## src/rtl/mem_access_pkg.sv

```systemverilog
// Shared load/store memory access definitions: size encodings, load buffer entry
// and the byte-enable rule both sides use to decide which offsets are legal.
package mem_access_pkg;

    typedef enum logic [1:0] {
        ACC_INV = 2'b00,
        ACC_B   = 2'b01,
        ACC_H   = 2'b10,
        ACC_W   = 2'b11
    } acc_size_e;

    typedef struct packed {
        acc_size_e   size;
        logic        sign;
        logic [1:0]  off;
        logic        misaligned;
        logic        misaccess;
        logic [31:0] data;
        logic        done;
    } load_entry_t;

    function automatic logic is_misaligned(acc_size_e size, logic [1:0] off);
        return (size == ACC_H && off == 2'd3) || (size == ACC_W && off != 2'd0);
    endfunction

    // Faulting accesses (misaligned or invalid size) touch no lanes.
    function automatic logic [3:0] byte_en(acc_size_e size, logic [1:0] off);
        logic [3:0] be;
        be = 4'b0000;
        case (size)
            ACC_B:   be = 4'b0001 << off;
            ACC_H:   be = (off == 2'd3) ? 4'b0000 : (4'b0011 << off);
            ACC_W:   be = (off == 2'd0) ? 4'b1111 : 4'b0000;
            default: be = 4'b0000;
        endcase
        return be;
    endfunction

endpackage

```

## src/rtl/memory_load_aligner_if.sv

```systemverilog
// Request, memory-read and response channels of the load aligner.
// The slave modport is the aligner's view; master is the LSU/memory side.
interface memory_load_aligner_if #(parameter int AW = 32);
    logic          req_valid;
    logic          req_ready;
    logic [1:0]    req_access_size;
    logic          req_sign;
    logic [AW-1:0] req_addr;
    logic          mem_rd_en;
    logic [AW-1:0] mem_addr;
    logic [3:0]    mem_byte_en;
    logic [31:0]   mem_rdata;
    logic          mem_rvalid;
    logic          rsp_valid;
    logic          rsp_ready;
    logic [31:0]   rsp_data;
    logic          rsp_misaligned;
    logic          rsp_misaccess;

    modport slave (
        input  req_valid, req_access_size, req_sign, req_addr, mem_rdata, mem_rvalid, rsp_ready,
        output req_ready, mem_rd_en, mem_addr, mem_byte_en, rsp_valid, rsp_data,
               rsp_misaligned, rsp_misaccess
    );

    modport master (
        output req_valid, req_access_size, req_sign, req_addr, mem_rdata, mem_rvalid, rsp_ready,
        input  req_ready, mem_rd_en, mem_addr, mem_byte_en, rsp_valid, rsp_data,
               rsp_misaligned, rsp_misaccess
    );
endinterface

```

## src/rtl/memory_load_aligner_load_extract.sv

```systemverilog
// Pulls the addressed byte/half/word out of a returned memory word and extends it.
// Faulting loads return zero.
module load_extract
    import mem_access_pkg::*;
(
    input  acc_size_e   size,
    input  logic        sign,
    input  logic [1:0]  off,
    input  logic [31:0] data,
    input  logic        misaligned,
    input  logic        misaccess,
    output logic [31:0] rsp_data
);
    logic [31:0] sh;

    assign sh = data >> {off, 3'b000};

    always_comb begin
        rsp_data = '0;
        if (!(misaligned || misaccess)) begin
            case (size)
                ACC_B:   rsp_data = {{24{sign & sh[7]}}, sh[7:0]};
                ACC_H:   rsp_data = {{16{sign & sh[15]}}, sh[15:0]};
                ACC_W:   rsp_data = data;
                default: rsp_data = '0;
            endcase
        end
    end
endmodule

```

## src/rtl/memory_load_aligner.sv

```systemverilog
// In-order load aligner: issues word reads, buffers up to DEPTH loads, returns extended data.
// MEMORY_LOAD_ALIGNER_FWD_EN forwards mem_rdata straight to the response when the head returns.
module memory_load_aligner
    import mem_access_pkg::*;
#(
    parameter int DEPTH = 4,
    parameter int AW    = 32
) (
    input  logic                    clk,
    input  logic                    rst,
    memory_load_aligner_if.slave    bus
);
    localparam int IW = $clog2(DEPTH);
    localparam int PW = IW + 1;

    load_entry_t   ent [DEPTH];
    logic [PW-1:0] wr, ret, rd;
    logic [IW-1:0] wr_i, ret_i, rd_i;
    acc_size_e     req_size;
    logic [1:0]    req_off;
    logic          full, issue, ret_ok, fwd, pop;
    load_entry_t   head;
    logic [31:0]   ext_data;

    assign wr_i     = wr[IW-1:0];
    assign ret_i    = ret[IW-1:0];
    assign rd_i     = rd[IW-1:0];
    assign req_size = acc_size_e'(bus.req_access_size);
    assign req_off  = bus.req_addr[1:0];

    assign full          = (wr - rd) == PW'(DEPTH);
    assign bus.req_ready = !full;
    assign issue         = bus.req_valid && !full;

    assign bus.mem_rd_en   = issue;
    assign bus.mem_addr    = {bus.req_addr[AW-1:2], 2'b00};
    assign bus.mem_byte_en = byte_en(req_size, req_off);

    // Returns with nothing outstanding are leftovers from before a reset.
    assign ret_ok = bus.mem_rvalid && (ret != wr);
    assign head   = ent[rd_i];

`ifdef MEMORY_LOAD_ALIGNER_FWD_EN
    assign fwd           = ret_ok && (ret == rd);
    assign ext_data      = fwd ? bus.mem_rdata : head.data;
    assign bus.rsp_valid = (head.done && (rd != ret)) || fwd;
`else
    assign fwd           = 1'b0;
    assign ext_data      = head.data;
    assign bus.rsp_valid = head.done && (rd != ret);
`endif

    assign pop = bus.rsp_valid && bus.rsp_ready;

    load_extract u_extract (
        .size       (head.size),
        .sign       (head.sign),
        .off        (head.off),
        .data       (ext_data),
        .misaligned (head.misaligned),
        .misaccess  (head.misaccess),
        .rsp_data   (bus.rsp_data)
    );

    assign bus.rsp_misaligned = head.misaligned;
    assign bus.rsp_misaccess  = head.misaccess;

    // Issue, return and pop slots never alias: issue is blocked when full and
    // the return slot only equals the issue slot when nothing is outstanding.
    always_ff @(posedge clk or posedge rst) begin
        if (rst) begin
            wr  <= '0;
            ret <= '0;
            rd  <= '0;
            for (int i = 0; i < DEPTH; i++) ent[i] <= '0;
        end else begin
            if (issue) begin
                ent[wr_i] <= '{size:       req_size,
                               sign:       bus.req_sign,
                               off:        req_off,
                               misaligned: is_misaligned(req_size, req_off),
                               misaccess:  (req_size == ACC_INV),
                               data:       32'h0,
                               done:       1'b0};
                wr <= wr + 1'b1;
            end
            if (ret_ok) begin
                if (!(fwd && bus.rsp_ready)) begin
                    ent[ret_i].data <= bus.mem_rdata;
                    ent[ret_i].done <= 1'b1;
                end
                ret <= ret + 1'b1;
            end
            if (pop) begin
                if (!fwd) ent[rd_i].done <= 1'b0;
                rd <= rd + 1'b1;
            end
        end
    end
endmodule

```

## src/flat_wrapper.sv

```systemverilog
// flat-port wrapper written by rule: the top's interface ports become plain ports
module memory_load_aligner_flat import mem_access_pkg::*;
#(
    parameter int DEPTH = 4,
    parameter int AW    = 32
)
  (clk, rst, bus_req_valid, bus_req_access_size, bus_req_sign, bus_req_addr, bus_mem_rdata, bus_mem_rvalid, bus_rsp_ready, bus_req_ready, bus_mem_rd_en, bus_mem_addr, bus_mem_byte_en, bus_rsp_valid, bus_rsp_data, bus_rsp_misaligned, bus_rsp_misaccess);
  memory_load_aligner_if #(.AW(AW)) bus_i ();
  input  logic clk;
  input  logic rst;
  input wire logic [$bits(bus_i.req_valid)-1:0] bus_req_valid;
  input wire logic [$bits(bus_i.req_access_size)-1:0] bus_req_access_size;
  input wire logic [$bits(bus_i.req_sign)-1:0] bus_req_sign;
  input wire logic [$bits(bus_i.req_addr)-1:0] bus_req_addr;
  input wire logic [$bits(bus_i.mem_rdata)-1:0] bus_mem_rdata;
  input wire logic [$bits(bus_i.mem_rvalid)-1:0] bus_mem_rvalid;
  input wire logic [$bits(bus_i.rsp_ready)-1:0] bus_rsp_ready;
  output wire logic [$bits(bus_i.req_ready)-1:0] bus_req_ready;
  output wire logic [$bits(bus_i.mem_rd_en)-1:0] bus_mem_rd_en;
  output wire logic [$bits(bus_i.mem_addr)-1:0] bus_mem_addr;
  output wire logic [$bits(bus_i.mem_byte_en)-1:0] bus_mem_byte_en;
  output wire logic [$bits(bus_i.rsp_valid)-1:0] bus_rsp_valid;
  output wire logic [$bits(bus_i.rsp_data)-1:0] bus_rsp_data;
  output wire logic [$bits(bus_i.rsp_misaligned)-1:0] bus_rsp_misaligned;
  output wire logic [$bits(bus_i.rsp_misaccess)-1:0] bus_rsp_misaccess;
  assign bus_i.req_valid = bus_req_valid;
  assign bus_i.req_access_size = bus_req_access_size;
  assign bus_i.req_sign = bus_req_sign;
  assign bus_i.req_addr = bus_req_addr;
  assign bus_i.mem_rdata = bus_mem_rdata;
  assign bus_i.mem_rvalid = bus_mem_rvalid;
  assign bus_i.rsp_ready = bus_rsp_ready;
  assign bus_req_ready = bus_i.req_ready;
  assign bus_mem_rd_en = bus_i.mem_rd_en;
  assign bus_mem_addr = bus_i.mem_addr;
  assign bus_mem_byte_en = bus_i.mem_byte_en;
  assign bus_rsp_valid = bus_i.rsp_valid;
  assign bus_rsp_data = bus_i.rsp_data;
  assign bus_rsp_misaligned = bus_i.rsp_misaligned;
  assign bus_rsp_misaccess = bus_i.rsp_misaccess;
  memory_load_aligner #(.DEPTH(DEPTH), .AW(AW)) u_core (.clk(clk), .rst(rst), .bus(bus_i));
endmodule
```

## config.mk

```make
export PLATFORM = sky130hd
export DESIGN_NAME = memory_load_aligner_flat
export DESIGN_NICKNAME = d
export VERILOG_FILES = /design/src/rtl/mem_access_pkg.sv /design/src/rtl/memory_load_aligner_if.sv /design/src/rtl/memory_load_aligner_load_extract.sv /design/src/rtl/memory_load_aligner.sv /design/src/flat_wrapper.sv
export SDC_FILE = /design/constraint.sdc
export NUM_CORES = 1
export LEC_CHECK = 0
export ABC_CLOCK_PERIOD_IN_PS = 6150
export CAP_MARGIN = 10
export CORE_MARGIN = 10
export CORE_UTILIZATION = 35
export DETAILED_ROUTE_END_ITERATION = 10
export PLACE_DENSITY = 0.57
export REMOVE_ABC_BUFFERS = 1
export SLEW_MARGIN = 0
export SYNTH_ARGS = -nofsm -noshare
export SYNTH_HDL_FRONTEND = slang
export SYNTH_SLANG_ARGS = --single-unit
```

## constraint.sdc

```tcl
create_clock -name clk -period 6.15 [get_ports clk]
set_clock_uncertainty 0.2 [all_clocks]
set_input_delay 1.845 -clock clk [delete_from_list [all_inputs] [get_ports clk]]
set_output_delay 1.845 -clock clk [all_outputs]
set_load 0.01 [all_outputs]
```

Word-level counts from Yosys, hierarchy flattened
Cells that the tools add are included.
{"block": "totals", "regBits": 169, "inputBits": 72, "out_inout_bits": 73, "elab_cells": 97}
{"block": "classes", "addsub": 4, "n_lt_le_gt_ge": 6, "eq_ne": 10, "shift": 3, "muxes": 23, "bitwise_logic": 5, "n_reduce_logical": 15}
{"cell": "$bwmux 160", "count": 4}
{"cell": "$mux 160", "count": 3}
{"cell": "$demux 40 s2", "count": 4}
{"cell": "$mux 40", "count": 3}
{"cell": "$pmux 32 s3", "count": 1}
{"cell": "$bmux 40 s2", "count": 1}
{"cell": "$mux 33", "count": 1}
{"cell": "$mux 32", "count": 1}
{"cell": "$shr 32x5->16", "count": 1}
{"cell": "$pmux 4 s3", "count": 1}
{"cell": "$eq 2x2->1 const B", "count": 5}
{"cell": "$add 3x1->3 const B", "count": 3}
{"cell": "$ge 3x3->1 const B", "count": 3}
{"cell": "$logic_and 1x1->1", "count": 9}
{"cell": "$lt 3x1->1 const B", "count": 3}
{"cell": "$not 2->3", "count": 3}
{"cell": "$mux 4", "count": 2}
{"cell": "$ne 3x3->1", "count": 2}
{"cell": "$eq 2x1->1 const B", "count": 2}
{"cell": "$logic_not 2->1", "count": 2}
{"cell": "$shl 1x2->4 const A", "count": 1}
{"cell": "$shl 2x2->4 const A", "count": 1}
{"cell": "$eq 3x3->1 const B", "count": 1}
{"cell": "$sub 3x3->3", "count": 1}
{"cell": "other kinds (5)", "count": 8}

Longest topological paths before layout
{"block": "depth", "word_depth": 12, "ltp_mapped": 11, "ltp_nobuf": 7}

Hierarchy
Synthesis repeated with hierarchy kept, for this count alone.
{"block": "unflattened", "hier_cells": 945, "area_unflattened_um2": 9441.6}
{"module": "memory_load_aligner", "instances": 1, "cells_per_inst": 814, "area_per_inst_um2": 8613.3, "seq_area_each_um2": 4229.1}
{"module": "load_extract", "instances": 1, "cells_per_inst": 131, "area_per_inst_um2": 828.3, "seq_area_each_um2": 0.0}

Least setup slack after synthesis
No wires, ideal clock.
{"block": "synth_timing", "path_kind": "register to output", "from": "reg u_core.rd[0]", "to": "out bus_rsp_data[19]", "arrival_time_ns": 2.573, "required_time_ns": 4.105, "setup_slack_ns": 1.532, "path_stages_with_launch": 9, "cell_sequence": "dfrtp_1 > buf_2 > buf_2 > mux4_2 > or2_2 > clkbuf_1 > nor2_1 > buf_2 > a21o_1"}
{"block": "synth_between", "word_cells_on_any_way": 13, "cone_classes": "3 x eq/ne; 1 x shift; 5 x mux; 3 x bitwise; 1 x reduce/logical"}
{"element": "start: declaration", "line_no": "memory_load_aligner.sv:17", "source": "logic [PW-1:0] wr, ret, rd;"}
{"element": "start signal: assignment", "line_no": "memory_load_aligner.sv:96", "source": "rd <= rd + 1'b1;"}
{"element": "$not 2->3 (implied by the code)", "line_no": "memory_load_aligner.sv:41", "source": "assign head = ent[rd_i];"}
{"element": "$bmux 40 s2", "line_no": "memory_load_aligner.sv:41"}
{"element": "$mux 40 (implied by the code) (2 in a row)", "line_no": "memory_load_aligner.sv:41"}
{"element": "net bus_rsp_misaligned", "line_no": "flat_wrapper.sv:24", "source": "output wire logic [$bits(bus_i.rsp_misaligned)-1:0] bus_rsp_misaligned;"}
{"element": "$logic_or 1x1->1", "line_no": "memory_load_aligner_load_extract.sv:20", "source": "if (!(misaligned || misaccess)) begin"}
{"element": "$mux 32", "line_no": "memory_load_aligner_load_extract.sv:20"}
{"element": "end: declaration", "line_no": "flat_wrapper.sv:23", "source": "output wire logic [$bits(bus_i.rsp_data)-1:0] bus_rsp_data;"}
The timed path passes the listed nets, and every way through them passes these cells. The select of a mux whose other input is x is not followed.

Worst setup path in the final report
{"block": "layout_timing", "from": "in bus_req_addr[1]", "to": "out bus_mem_byte_en[1]"}
{"block": "layout_between", "elab_chain_len": 3, "word_cells_on_any_way": 7, "cone_classes": "1 x eq/ne; 2 x shift; 3 x mux; 1 x reduce/logical"}
{"element": "start: declaration", "line_no": "flat_wrapper.sv:14", "source": "input wire logic [$bits(bus_i.req_addr)-1:0] bus_req_addr;"}
{"element": "$shl 2x2->4, or another cell as far along", "line_no": "mem_access_pkg.sv:32", "source": "ACC_H: be = (off == 2'd3) ? 4'b0000 : (4'b0011 << off);"}
{"element": "$mux 4, on equally long branches", "line_no": "mem_access_pkg.sv:32, mem_access_pkg.sv:33"}
{"element": "$pmux 4 s3 (*)", "line_no": "mem_access_pkg.sv:30", "source": "case (size)"}
{"element": "end: declaration", "line_no": "flat_wrapper.sv:21", "source": "output wire logic [$bits(bus_i.mem_byte_en)-1:0] bus_mem_byte_en;"}
Mark *: on every way between the ends. The rest lies on a longest branch, timed or not.

==> results.py <==
metrics = {
    "drt": {
        "initialDrtViolationCount": 539,
        "first_pass_iters": 6,
        "wirelength_um": 26200,
        "via_count": 6851,
        "routedWlPerCell_um": 19.9,
        "detail-route-antenna-nets": 0,
        "post_drt_via_cell_ratio": 5.22,
        "drc": 0,
    },
    "timing": {
        "tns_ns": 0,
        "setup_viol": 0,
        "rsz0062_at_grt": "no",
        "relSlewSlack_pct": 34.5,
        "max_freq_mhz": 174,
        "drv_slew": 0,
        "tightest_slew_ns": 0.983,
        "finalHoldViolCount": 0,
        "finalCriticalPeriod_ns": 5.75,
        "fin_crit_sh_pct": 93.5,
        "fin_hold_ws_ns": 0.282,
    },
    "critical_path": {
        "critPathRequiredTime_ns": 4.11,
        "crit_arrival_ns": 3.70,
        "cp-end-kind": "primary output",
        "crit_path_start_kind": "input pin",
        "crit_fanout": 7,
        "path_class": "input pin to primary output",
    },
    "global_routing": {
        "grt_max_degree": 104,
        "gr-total-overflow": 0,
        "grt_first_pass_wirelength_um": 40800,
        "first_global_vias": 6640,
        "antenna_found_initial": 3,
        "grt.total_usage_pct": 15.7,
    },
    "floorplan": {
        "die_y_um": 181,
        "core_area_um2": 25300,
        "num_rows": 58,
        "die_x_um": 181,
        "ios": 145,
        "die_area_um2": 32600,
        "initial_core_util_pct": 35.7,
    },
    "clock_network": {
        "numCtsBuffers": 17,
        "cts_tree": "built",
        "postCtsSetupBuffers": 0,
        "h-tree-depth": 4,
        "path_clk_slew_ns": 0.08,
        "clockRootBuffer": "clkbuf_16",
        "cts_resized": 0,
        "postCtsHoldBufs": 0,
        "clk-insertion-delay-late_ns": 0.43,
        "clockBufferDepth": 2,
        "cts.sinks": 169,
    },
    "pwr": {
        "power.leakage_uw": 0.00461,
        "vdd_ir_drop_max_mv": 0.235,
        "power_density_nw_per_um2": 579,
    },
    "final_layout": {
        "final_area_um2": 10500,
        "stdcell_count": 1312,
        "drive_gt1_share_pct": 12.0,
        "nNetsFinal": 1060,
        "fill_cells": 2424,
        "area_growth_syn_to_layout_pct": 16.8,
    },
    "logic_synthesis": {
        "synth-seq-cells": 169,
        "yosysSeqAreaShare_pct": 46.8,
        "yosys_warnings": 0,
        "synthArstFlopShare_pct": 100,
        "ys_top_cells_by_area": "dfrtp_1, nand2_1, mux4_2, o21ai_0, ha_1",
        "syn-cell-area_um2": 9030,
        "synthCells": 945,
        "synth_fa_ha_area_share_pct": 2.77,
        "synth_edf_count": 0,
        "synthDistinctLibCells": 42,
        "synth_xor_area_share_pct": 1.36,
        "yosys_most_used_dff": "dfrtp_1",
        "synth_compound_area_share_pct": 14.2,
        "synth_simple_gate_area_share_pct": 15.0,
        "synth_top_area_cell": "dfrtp_1",
        "synth_top_area_share_pct": 46.8,
        "syn_avg_cell_area_um2": 9.56,
        "synth_mux_area_share_pct": 13.4,
        "synth_top_family_by_area": "simple AND/OR/NAND/NOR gates",
    },
    "placed_design": {
        "post-dp-hpwl_um": 17100,
        "place_congestion": 0.789,
        "portBuffers": 82,
        "dpl.cell_count": 1279,
        "placed_cell_area_um2": 9930,
    },
    "run_status": {
        "outcome": "complete, no violations",
    },
    "job": {
        "cap_violations": 0,
    },
    "min_path": {
        "hp-class": "register to register",
    },
}
[critical path: stages]
cell and delay (ns):
clkdlybuf4s50_1 0.48, inv_1 0.22, ha_1 0.23, nand2_1 0.08, o21ai_0 0.09, nand2_1 0.07, o41ai_1 0.08, clkdlybuf4s50_1 0.60
[per-stage QoR]
step / worst slack [ns] / power, uW / util (%)
floorplan: -0.470 / 3790 / -
global placement: 0.413 / 4940 / 39.2
detailed placement: 0.390 / 5000 / 39.2
CTS: 0.382 / 6160 / 41.6
global route: 0.193 / 6530 / 41.6
finish: 0.400 / 6110 / 41.7
[path summary, 6_finish.rpt]
path                       cells after the start            start  slack, ns                  to
setup / recovery                               8  bus_req_addr[1]       0.40  bus_mem_byte_en[1]
hold / removal                                 2         register       0.28            register
setup reg to reg                               9     u_core.rd[1]       2.73            register
hold reg to reg                                2         register       0.28            register
max in group asynchronous                      3              rst       3.06     u_core.ent[109]
min in group asynchronous                      2              rst       1.79     u_core.ent[135]
[layout by cell type, fill, tap and decap left out, types with 3 or more instances in the layout]
master / Yosys / routed
nor2b_1: 4 / 4
nor3b_1: 3 / 3
mux4_2: 41 / 41
mux4_1: 5 / 5
ha_1: 20 / 20
xor2_1: 8 / 8
dfrtp_1: 169 / 167
o211ai_1: 4 / 4
xnor2_1: 6 / 6
inv_8: 0 / 5
inv_6: 0 / 6
a211o_1: 5 / 5
inv_1: 15 / 14
a21o_1: 16 / 16
o21ai_0: 163 / 163
or2_2: 4 / 4
nand3_1: 6 / 6
and2_2: 0 / 4
and2_1: 9 / 5
a32oi_1: 5 / 5
buf_4: 32 / 20
mux2i_1: 4 / 4
nand2_1: 297 / 297
mux2_2: 10 / 10
clkbuf_16: 0 / 17
nor2_1: 9 / 9
a21oi_1: 23 / 23
clkdlybuf4s50_1: 0 / 82
[per-layer routing]
layer / wire length, um / global-route usage (%)
met1: 11800 / 21.1
met2: 12100 / 24.3
met3: 2050 / 5.04
met4: 184 / 3.18
met5: 34 / 0.153
[cells in the mapped netlist (9+ instances only)]
| library cell | n |
|---|---|
| a21o_1 | 16 |
| a21oi_1 | 23 |
| and2_1 | 9 |
| buf_4 | 32 |
| clkbuf_1 | 55 |
| dfrtp_1 | 169 |
| ha_1 | 20 |
| inv_1 | 15 |
| mux2_2 | 10 |
| mux4_2 | 41 |
| nand2_1 | 297 |
| nor2_1 | 9 |
| o21ai_0 | 163 |
[final cells by class]
type	count	area [um^2]	area share, %
Tap cell	330	413	3.91
Clock buffer	17	425	4.03
Timing Repair Buffer	103	991	9.39
Sequential cell	169	4230	40.1
Clock inverter	15	194	1.84
Inverter	15	61.3	0.581
Antenna cell	1	2.50	0.0237
Multi-Input combinational cell	662	4230	40.1
[report_power, final]
part | leakage, uW | internal [uW] | switching (uW)
registers | 0.00218 | 1610 | 294
logic | 0.00212 | 1330 | 1730
clock network | 0.000306 | 625 | 521
[logic make-up after synthesis]
logic type      after synthesis
mux                          60
simple gates                338
xor+xnor                     14
compound gates              228
flops                       169
buf+inv                     115
fa+ha+maj                    20
other cells                   1
Note: power is estimated with default switching activity, not from simulation.
==> patch 1, RTL diff (config.mk and constraints unchanged) <==
`DEPTH` is set to 4 in 2 places; all go to 2.
--- a/src/rtl/memory_load_aligner.sv
+++ b/src/rtl/memory_load_aligner.sv
@@ -3,7 +3,7 @@
 module memory_load_aligner
     import mem_access_pkg::*;
 #(
-    parameter int DEPTH = 4,
+    parameter int DEPTH = 2,
     parameter int AW    = 32
 ) (
     input  logic                    clk,
--- a/src/flat_wrapper.sv
+++ b/src/flat_wrapper.sv
@@ -1,7 +1,7 @@
 // flat-port wrapper written by rule: the top's interface ports become plain ports
 module memory_load_aligner_flat import mem_access_pkg::*;
 #(
-    parameter int DEPTH = 4,
+    parameter int DEPTH = 2,
     parameter int AW    = 32
 )
   (clk, rst, bus_req_valid, bus_req_access_size, bus_req_sign, bus_req_addr, bus_mem_rdata, bus_mem_rvalid, bus_rsp_ready, bus_req_ready, bus_mem_rd_en, bus_mem_addr, bus_mem_byte_en, bus_rsp_valid, bus_rsp_data, bus_rsp_misaligned, bus_rsp_misaccess);
Function: changed (Yosys sat finds a counterexample within 4 cycles, from zero or initial values and one cycle with rst high).
==> patch 1 against the unedited design <==
Wire length is 43% lower. Via count fell by 44%. Area after synthesis fell by 45%. Largest power group unchanged. Setup slack got worse by 0.029 ns. Final area shrank 43%. Sequential cell count decreased by 83. Power decreased by 43%.
==> patch 1: results (changes against the unedited design) <==
* Dpl cells at 674 (-47%)
* Combinational share of power at 55.0% (+4.9 points)
* VDD IR max at 369 µV (+57%)
* # clock sinks at 86 (-49%)
* Mux share of post-synthesis cell area at 10.8% (-2.6 points)
* Core Footprint at 13,800 µm² (-45%)
* P_sw at 1.47 mW (-42%)
* Ant diodes at 0 (-1)
* Synth Area in Compound Gates at 24.9% (+11 points)
* Worst-Margin Slew at 1.01 ns (+0.0299 ns)
* Initial DRC count at 294 (-45%)
* Multi-input gate count at 310 (-53%)
* Clk_lat worst skew at 0.33 ns (-0.10 ns)
* Global-route wire length before repair at 23,200 µm (-43%)
* Fraction of layout cells with a size suffix above 1 at 10.2% (-1.8 points)
* Clock-pin slew on the worst setup and hold paths at 0.06 ns (-0.02 ns)
* Multi-input combinational area share at 39.3% (-0.77 points)
* XOR/XNOR Fraction of Synth Area at 1.42% (+0.062 points)
* Filler cell count at 1,323 (-45%)
* Outcome: finished clean
* WL met3 at 1400 µm (-32%)
* Worst slack, placed at 0.390 ns (+0.000142 ns)
* Initial DRT Pass Iterations at 4 (-2)
* Max H-tree Level at 3 (-1)
* Routing usage on met2 at 22.4% (-1.9 points)
* Via count at 3,869 (-44%)
* Tot GR Track Use at 15.0% (-0.76 points)
* Clk cell area share at 5.46% (-0.41 points)
* Hpwl dp at 10,100 µm (-41%)
* Post-synth top cells: dfrtp_1, a22o_1, buf_4, nor2_1, mux2i_1
* GP Congestion at 0.743 (-5.9%)
* CP arrival at 3.73 ns (+0.03 ns)
* CP peak stage delay at 0.56 ns (-0.04 ns)
* Clock buffers at 11 (-6)
* Met1 wire length at 6790 µm (-42%)
* Flop pwr share at 28.1% (-3.0 points)
* Placed instance area at 5640 µm² (-43%)
* Layout Nets at 582 (-45%)
* Initial antenna violation count at 1 (-2)
-- patch 1: worst paths after layout --
| kind | from | to | slack, ns | depth (start not counted) |
|---|---|---|---|---|
| min | u_core.ent[13] | u_core.ent[13] | 0.30 | 1 |
| min reg2reg | u_core.ent[13] | u_core.ent[13] | 0.30 | 1 |
| min in group asynchronous | rst | u_core.ret[1] | 1.82 | 2 |
| max | bus_req_addr[1] | bus_mem_byte_en[2] | 0.37 | 7 |
| max in group asynchronous | rst | u_core.ent[54] | 2.98 | 3 |
| max reg2reg | u_core.rd[0] | u_core.ent[46] | 3.21 | 5 |
-- patch 1: cells by family after synthesis --
| kind of cell | after synthesis |
|---|---|
| other | 1 |
| buffers and inverters | 78 |
| xor gates and xnor gates | 8 |
| adders and majority gates | 5 |
| and+or+nand+nor | 88 |
| AOI/OAI and AO/OA | 156 |
| muxes | 51 |
| DFF | 86 |
==> patch 2, RTL diff (same flow settings) <==
Without the edit above. Make the reset (`rst`) synchronous in one clocked block.
--- a/src/rtl/memory_load_aligner.sv
+++ b/src/rtl/memory_load_aligner.sv
@@ -67,7 +67,7 @@
 
     // Issue, return and pop slots never alias: issue is blocked when full and
     // the return slot only equals the issue slot when nothing is outstanding.
-    always_ff @(posedge clk or posedge rst) begin
+    always_ff @(posedge clk) begin
         if (rst) begin
             wr  <= '0;
             ret <= '0;
Behaviour: differs if rst is asserted again (counterexample within 4 cycles, from zero or initial values and one cycle with rst high); with rst held inactive, the same outputs for 4 cycles.
==> patch 2 against the unedited design <==
Wire length is 7.6% lower. Area after synthesis is 1.2% lower. First-iteration DRC count is 2.4% lower. Critical path type unchanged. Sequential cell count is 2 higher. Cell count is 21% lower. Global-route usage is 0.88 points lower. Critical endpoint unchanged. Final area is 1.7% lower. Setup slack worse by 0.065 ns.
Power is not compared: it rests on default switching activity, and its combinational part moved more than twofold at a synthesized area within 25%.
==> patch 2: results (changes against the unedited design) <==
* Outcome: finished clean
* Largest cells by area after synthesis: edfxtp_1, mux4_2, and3_1, dfxtp_1, buf_4
* Number of flops mapped to enable cells by yosys at 156 (+156)
* Multi-input gate count at 391 (-41%)
* R2R Path Start: u_core.wr[0]
* Initial antenna violation count at 2 (-1)
* CP peak stage delay at 0.56 ns (-0.04 ns)
* Post-synth top cells: edfxtp_1, and3_1, mux4_2
* Clock buffers at 18 (+1)
* Distinct cells, synth at 58 (+38%)
* WHS at 0.326 ns (+0.0447 ns)
* Final wirelength at 24,200 µm (-7.6%)
* GP Congestion at 0.808 (+2.4%)
* Initial DRC count at 526 (-2.4%)
* Tot GR Track Use at 14.8% (-0.88 points)
* Sequential share of cell area at 48.1% (+8.0 points)
* Synth top area share at 52.5% (+5.7 points)
* Num sequential at 171 (+1.2%)
* Worst-Margin Slew at 1.01 ns (+0.0301 ns)
* Reg2Reg Depth at 8 (-1)
* Initial DRT Pass Iterations at 5 (-1)
* Via count at 5,766 (-16%)
* Global-route wire length before repair at 37,200 µm (-8.8%)
* Filler cell count at 2,367 (-2.4%)
* Largest net degree at the start of global routing at 73 (-30%)
* Top FF cell, synth: edfxtp_1
* Register area share after synthesis at 55.8% (+9.0 points)
* Clock-pin slew on the worst setup and hold paths at 0.06 ns (-0.02 ns)
* Worst Path Max Fanout at 6 (-1)
* Number of global-route vias before repair at 6,039 (-9.1%)
* Multi-input gate area at 3390 µm² (-20%)
* Fraction of layout cells with a size suffix above 1 at 14.8% (+2.7 points)
* Buffers, non-clock at 101 (-1.9%)
## patch 2: cell families (layout without fill, tap and decap cells)
family / after synthesis / after routing / synth area share (%)
adder cells (fa/ha/maj): 16 / 16 / 2.24
multiplexers: 57 / 57 / 12.9
AND/OR/NAND/NOR: 225 / 225 / 14.7
other: 1 / 2 / 0.0420
XOR/XNOR: 16 / 16 / 1.57
flip-flops: 171 / 171 / 55.8
buffers and inverters: 99 / 149 / 6.29
AO/OA/AOI/OAI: 75 / 75 / 6.36
## patch 2: metrics by stage
| stage | cells | power, mW | worst slack [ns] |
|---|---|---|---|
| global placement | 1009 | 1.99 | 0.427 |
| floorplan | 578 | 1.74 | 0.539 |
| global route | 1041 | 3.13 | 0.234 |
| finish | 1041 | 3.01 | 0.336 |
| detailed placement | 1009 | 2.01 | 0.364 |
| CTS | 1041 | 3.03 | 0.360 |
## patch 2: layer usage
layer  wire [µm]  global-route usage [%]
met1       10200                    18.5
met2       11800                    24.0
met3        1790                    4.94
met4         331                    4.30
met5          32                       0
